File: src/rtl/nfc_ci_page_sequencer.sv
// Host page-request sequencer: expands READ/PROGRAM/ERASE/RESET into CAL and DATA atoms for
// the ACG CI port, waits out tWB, polls ready/busy with a timeout and returns a completion.
module nfc_ci_page_sequencer #(
  parameter int unsigned NumberOfWays    = 2,
  parameter int unsigned PageBeats       = 2048,
  parameter int unsigned RBSettleCycles  = 16,
  parameter int unsigned RBTimeoutCycles = 1048576
) (
  input  logic                    iSystemClock,
  input  logic                    iReset,
  input  logic                    iReqValid,
  output logic                    oReqReady,
  input  logic [1:0]              iReqOpcode,
  input  logic [NumberOfWays-1:0] iReqWay,
  input  logic [23:0]             iReqRowAddr,
  input  logic [15:0]             iReqColAddr,
  output logic                    oRspValid,
  input  logic                    iRspReady,
  output logic                    oRspTimeout,
  output logic [7:0]              oCI_ACG_Command,
  output logic [2:0]              oCI_ACG_CommandOption,
  input  logic                    iACG_CI_Ready,
  input  logic                    iACG_CI_LastStep,
  output logic [NumberOfWays-1:0] oCI_ACG_TargetWay,
  output logic [15:0]             oCI_ACG_NumOfData,
  output logic                    oCI_ACG_CASelect,
  output logic [7:0]              oCI_ACG_CAData,
  input  logic [NumberOfWays-1:0] iACG_CI_ReadyBusy
);

  localparam logic [2:0] S_IDLE      = 3'd0;
  localparam logic [2:0] S_CAL_ISSUE = 3'd1;
  localparam logic [2:0] S_CAL_WAIT  = 3'd2;
  localparam logic [2:0] S_DAT_ISSUE = 3'd3;
  localparam logic [2:0] S_DAT_WAIT  = 3'd4;
  localparam logic [2:0] S_SETTLE    = 3'd5;
  localparam logic [2:0] S_POLL      = 3'd6;
  localparam logic [2:0] S_RESP      = 3'd7;

  localparam logic [1:0] OP_READ  = 2'd0;
  localparam logic [1:0] OP_PROG  = 2'd1;
  localparam logic [1:0] OP_ERASE = 2'd2;

  localparam logic [15:0] DataLen    = 16'(PageBeats - 1);
  localparam logic [15:0] SettleLast = 16'(RBSettleCycles - 1);
  localparam logic [23:0] TmoLast    = 24'(RBTimeoutCycles - 1);

  logic [2:0]              r_state;
  logic [1:0]              r_op;
  logic [NumberOfWays-1:0] r_way;
  logic [23:0]             r_row;
  logic [15:0]             r_col;
  logic                    r_confirm;  // PROGRAM: data phase done, next CAL is the 10h confirm
  logic                    r_last;
  logic                    r_ca_active;
  logic [2:0]              r_ca_idx;
  logic [15:0]             r_settle_cnt;
  logic [23:0]             r_tmo_cnt;
  logic                    r_timeout;

  logic [2:0] w_cal_len;
  logic [7:0] w_ca_byte;
  logic       w_ca_sel;
  logic       w_rb_ok;

  assign w_rb_ok = (iACG_CI_ReadyBusy & r_way) == r_way;

  always_comb begin
    w_cal_len = 3'd0;
    case (r_op)
      OP_READ:  w_cal_len = 3'd6;
      OP_PROG:  w_cal_len = r_confirm ? 3'd0 : 3'd5;
      OP_ERASE: w_cal_len = 3'd4;
      default:  w_cal_len = 3'd0;
    endcase
  end

  always_comb begin
    {w_ca_sel, w_ca_byte} = 9'h000;
    case (r_op)
      OP_READ, OP_PROG: begin
        case (r_ca_idx)
          3'd0: {w_ca_sel, w_ca_byte} = (r_op == OP_READ) ? 9'h100 :
                                        (r_confirm ? 9'h110 : 9'h180);
          3'd1: w_ca_byte = r_col[7:0];
          3'd2: w_ca_byte = r_col[15:8];
          3'd3: w_ca_byte = r_row[7:0];
          3'd4: w_ca_byte = r_row[15:8];
          3'd5: w_ca_byte = r_row[23:16];
          3'd6: {w_ca_sel, w_ca_byte} = 9'h130;
          default: {w_ca_sel, w_ca_byte} = 9'h000;
        endcase
      end
      OP_ERASE: begin
        case (r_ca_idx)
          3'd0: {w_ca_sel, w_ca_byte} = 9'h160;
          3'd1: w_ca_byte = r_row[7:0];
          3'd2: w_ca_byte = r_row[15:8];
          3'd3: w_ca_byte = r_row[23:16];
          3'd4: {w_ca_sel, w_ca_byte} = 9'h1D0;
          default: {w_ca_sel, w_ca_byte} = 9'h000;
        endcase
      end
      default: {w_ca_sel, w_ca_byte} = 9'h1FF;
    endcase
  end

  always_ff @(posedge iSystemClock or negedge iReset) begin
    if (!iReset) begin
      r_state      <= S_IDLE;
      r_op         <= 2'd0;
      r_way        <= '0;
      r_row        <= 24'd0;
      r_col        <= 16'd0;
      r_confirm    <= 1'b0;
      r_last       <= 1'b0;
      r_ca_active  <= 1'b0;
      r_ca_idx     <= 3'd0;
      r_settle_cnt <= 16'd0;
      r_tmo_cnt    <= 24'd0;
      r_timeout    <= 1'b0;
    end else begin
      if (r_ca_active) begin
        if (r_ca_idx == w_cal_len) r_ca_active <= 1'b0;
        else                       r_ca_idx    <= r_ca_idx + 3'd1;
      end
      case (r_state)
        S_IDLE: begin
          if (iReqValid) begin
            r_op      <= iReqOpcode;
            r_way     <= iReqWay;
            r_row     <= iReqRowAddr;
            r_col     <= iReqColAddr;
            r_confirm <= 1'b0;
            r_timeout <= 1'b0;
            r_state   <= S_CAL_ISSUE;
          end
        end
        S_CAL_ISSUE: begin
          if (iACG_CI_Ready) begin
            r_ca_active <= 1'b1;
            r_ca_idx    <= 3'd0;
            r_last      <= iACG_CI_LastStep;
            r_state     <= S_CAL_WAIT;
          end
        end
        S_CAL_WAIT: begin
          if (iACG_CI_LastStep) r_last <= 1'b1;
          if (!r_ca_active && r_last) begin
            r_last <= 1'b0;
            if (r_op == OP_PROG && !r_confirm) begin
              r_state <= S_DAT_ISSUE;
            end else begin
              r_settle_cnt <= 16'd0;
              r_tmo_cnt    <= 24'd0;
              r_state      <= S_SETTLE;
            end
          end
        end
        S_DAT_ISSUE: begin
          if (iACG_CI_Ready) begin
            r_last  <= iACG_CI_LastStep;
            r_state <= S_DAT_WAIT;
          end
        end
        S_DAT_WAIT: begin
          if (iACG_CI_LastStep) r_last <= 1'b1;
          if (r_last) begin
            r_last <= 1'b0;
            if (r_op == OP_READ) begin
              r_state <= S_RESP;
            end else begin
              r_confirm <= 1'b1;
              r_state   <= S_CAL_ISSUE;
            end
          end
        end
        S_SETTLE: begin
          r_tmo_cnt <= r_tmo_cnt + 24'd1;
          if (r_settle_cnt >= SettleLast) r_state <= S_POLL;
          else r_settle_cnt <= r_settle_cnt + 16'd1;
        end
        S_POLL: begin
          r_tmo_cnt <= r_tmo_cnt + 24'd1;
          if (w_rb_ok) begin
            r_state <= (r_op == OP_READ) ? S_DAT_ISSUE : S_RESP;
          end else if (r_tmo_cnt >= TmoLast) begin
            r_timeout <= 1'b1;
            r_state   <= S_RESP;
          end
        end
        default: begin
          if (iRspReady) begin
            r_timeout <= 1'b0;
            r_state   <= S_IDLE;
          end
        end
      endcase
    end
  end

  assign oReqReady             = (r_state == S_IDLE);
  assign oRspValid             = (r_state == S_RESP);
  assign oRspTimeout           = (r_state == S_RESP) && r_timeout;
  assign oCI_ACG_CommandOption = 3'd0;
  assign oCI_ACG_TargetWay     = r_way;
  assign oCI_ACG_CASelect      = (r_state == S_CAL_WAIT) && r_ca_active && w_ca_sel;
  assign oCI_ACG_CAData        = ((r_state == S_CAL_WAIT) && r_ca_active) ? w_ca_byte : 8'h00;

  always_comb begin
    oCI_ACG_Command   = 8'h00;
    oCI_ACG_NumOfData = 16'd0;
    if (r_state == S_CAL_ISSUE) begin
      oCI_ACG_Command   = 8'h01;
      oCI_ACG_NumOfData = {13'd0, w_cal_len};
    end else if (r_state == S_DAT_ISSUE) begin
      oCI_ACG_Command   = (r_op == OP_READ) ? 8'h04 : 8'h02;
      oCI_ACG_NumOfData = DataLen;
    end
  end

endmodule

File: config.mk
export PLATFORM = sky130hd
export DESIGN_NAME = nfc_ci_page_sequencer
export DESIGN_NICKNAME = d
export VERILOG_FILES = /design/src/rtl/nfc_ci_page_sequencer.sv
export SDC_FILE = /design/constraint.sdc
export NUM_CORES = 1
export LEC_CHECK = 0
export CORE_MARGIN = 3
export CORE_UTILIZATION = 30
export DETAILED_ROUTE_END_ITERATION = 10
export GPL_TIMING_DRIVEN = 0
export MAX_ROUTING_LAYER = met4
export PLACE_DENSITY = 0.6
export SYNTH_ARGS = -nofsm -noshare
export SYNTH_HDL_FRONTEND = slang
export SYNTH_SLANG_ARGS = --single-unit
File: constraint.sdc
create_clock -name iSystemClock -period 2.9 [get_ports iSystemClock]
set_input_delay 0.58 -clock iSystemClock [delete_from_list [all_inputs] [get_ports iSystemClock]]
set_output_delay 0.58 -clock iSystemClock [all_outputs]
set_load 0.02 [all_outputs]
==> results.ini <==
[cts]
clockBufferDepth=2
h-tree-depth=3
cts_tree=done
clkSinkCount=94
root_buffer=clkbuf_16
cts_buffers=9
cts.clk_slew.worst_paths_ps=70
worstSkewPairLatency_ps=350

[timing]
finClkSkew_ps=10.9
period_minus_slack_ps=2810
finalSetupViolations=0
finalHoldViolations=0
post-route-period-util=0.969
max_slew.worst_pin.slew_ps=838
slew_headroom=0.442
grt_setup_unrepaired=true
timing.final.ws_setup_ps=90.6
fmax_mhz=356
fin_setup_tns_ps=0
finalMaxSlewViolations=0
hold-worst-slack_ps=148

[critical_path]
cp-start-kind=flop
worst-path-buf-inv=3
crit_path_top_delay_cell=dfrtp_2
startpoint=r_ca_idx[1]
crit_required_ps=2320
rr_endpoint=r_col[10]
criticalPathCategory=flop to output pin
reg2reg_from=r_state[1]
crit_path_cell_trace=buf_4 > ha_4 > nor2b_4 > clkbuf_8 > a221oi_1 > o21ai_1 > o221ai_1 > nor2_1 > buf_2
cp-end-kind=output pin
critPathArrivalTime_ps=2230
rrSetupSlack_ps=370
path_depth=9
critPathTopFamily=compound AO/OA/AOI/OAI gates
critPathMaxFanout=10
worst_r2r_path_depth=6
max_stage_delay_ps=420
crit_end=oCI_ACG_CAData[0]

[synth]
synth_top_area_share=0.460
syn_inst=516
synth_area_leaders=dfrtp_1 46%, mux2_2 10%, nor2_1 3.3%, buf_4 2.9%, a21oi_1 2.6%
ys_async_sr_fraction=1.00
synth-edff-count=0
ys_seq_area_frac=0.460
synth_cell_types=57
synth.most_common_cell=dfrtp_1
yosys-top-cells-count=94 x dfrtp_1, 46 x mux2_2, 45 x nor2_1, 35 x nand2_1, 27 x a21oi_1
ys_seq_elements=94
yosysWarnings=0
syn_area_um2=5110
synth_area_per_cell_um2=9.91
synth_area_leader_cell=dfrtp_1
synth_flop_cell=dfrtp_1

[placed_design]
gp_congestion=0.860
placed_area_um2=6250
port-buffer-count=79
dp_hpwl_um=10200
place_ws_ps=-873

[floorplan]
fp.dieH_um=137
io_pins=93
start_util=0.307
fp.dieW_um=137
fp.coreArea_um2=16600
fp-row-count=47
die_area_um2=18600

[power_and_ir_drop]
peakVddDrop_mv=0.453
pwr_density_cell_nw_per_um2=928
cellLeakagePower_nw=2.84

[outcome]
status=finished, final reports clean

[flow_run]
cap_violations=0

[global_routing]
grt_overflow=0
grt_first_pass_wirelength_um=22300
antenna_found_initial=0
grt_pass1_vias=4347
grt_max_degree=69
track_usage=0.156

[route]
drt_iter0_drc=308
detail-route-antenna-nets=0
vias=4391
drc=0
firstDrtPassIters=5
routed_via_density=5.17
wl_per_cell_um=16.3
finalWirelength_um=13900

[cells_and_area]
antenna_cells=0
fin_area_um2=6680
drive_gt1_frac=0.227
finalNetCount=684
area.growth.synth_to_final_pct=30.7
final_util=0.402

[min_path]
hold_class=input port to asynchronous set/reset pin

## power by group
part	switching (mW)	internal [mW]	leakage [nW]	total, mW
combinational	1.57	1.39	1.51	2.96
sequential	0.369	1.74	1.19	2.11
clock	0.524	0.613	0.133	1.14
total	2.46	3.74	2.84	6.20
## layer usage
layer  track usage  part of all wire
met4        0.0577             0.019
met1         0.198              0.45
met5             -                 0
met2         0.244              0.48
met3        0.0342             0.049
## sequential cells by signal, indices dropped and copies added (netlist names)
signal / count
r_state: 3
oCI_ACG_TargetWay: 2
r_op: 2
r_ca_idx: 3
r_ca_active: 1
r_last: 1
r_confirm: 1
r_tmo_cnt: 24
r_row: 24
r_col: 16
r_timeout: 1
r_settle_cnt: 16
## how the worst min path moves through the flow
stage / depth (start not counted) / endpoint / startpoint / slack, ps
final: 1 / r_tmo_cnt[0] / iReset / 150
after detailed placement: 1 / r_settle_cnt[12] / r_settle_cnt[12] / 460
after global placement: 1 / r_settle_cnt[12] / r_settle_cnt[12] / 460
after global routing: 1 / r_tmo_cnt[0] / iReset / 160
after floorplan: 0 / oCI_ACG_TargetWay[0] / iReset / 280
after CTS: 1 / r_tmo_cnt[0] / iReset / 150
## placed cells by master (no fill, tap or decap), types with 5 or more instances in the layout
master	netlist	final
a211oi_1	5	5
a22oi_1	10	10
a221oi_1	11	9
nor2_1	45	44
or3_1	6	6
nand3_1	15	15
nand2_1	35	35
buf_4	20	31
clkbuf_16	0	9
dfrtp_1	94	93
conb_1	1	13
and2_1	12	12
nor3_1	11	11
xnor2_1	12	12
mux2_2	46	46
xor2_1	6	6
inv_1	9	6
nor4_1	8	8
and3_1	7	7
clkdlybuf4s50_1	0	58
clkbuf_1	23	14
or4_1	5	5
dlygate4sd2_1	0	10
nor2b_1	7	5
buf_2	5	12
o21ai_0	20	16
nand4_1	11	11
a21oi_1	27	25
## stage by stage
step / power [mW] / std cells
3_5_place_dp: 4.85 / 828
5_1_grt: 6.60 / 850
4_1_cts: 6.13 / 846
6_report: 6.20 / 850
3_3_place_gp: 4.76 / 827
2_1_floorplan: 3.94 / 528
## cell type report
class / instances / area (µm²)
repair buffers: 88 / 841
clock inverters: 5 / 41.3
well taps: 220 / 275
clock buffers: 11 / 243
multi-input cells: 375 / 2580
inverters: 9 / 33.8
plain buffers: 48 / 314
flip-flops and latches: 94 / 2350
fillers: 1598 / 9960
## cell families (layout without fill, tap and decap cells)
logic type	after synthesis	in the layout	share of synthesized area
adder cells (fa/ha/maj)	7	7	0.0171
AO/OA/AOI/OAI	103	103	0.135
XOR/XNOR	18	18	0.0308
flip-flops	94	94	0.460
multiplexers	47	47	0.103
AND/OR/NAND/NOR	187	187	0.193
other	1	13	0.000734
buffers and inverters	59	161	0.0592
## repair_timing
action	CTS	global route
resized for setup	76	23
endpoints found under the setup margin	20	19
setup buffers	4	4
pin swaps	2	4
hold endpoints to repair	0	0
hold buffers	0	0
Power figures use the tool's default switching activity.
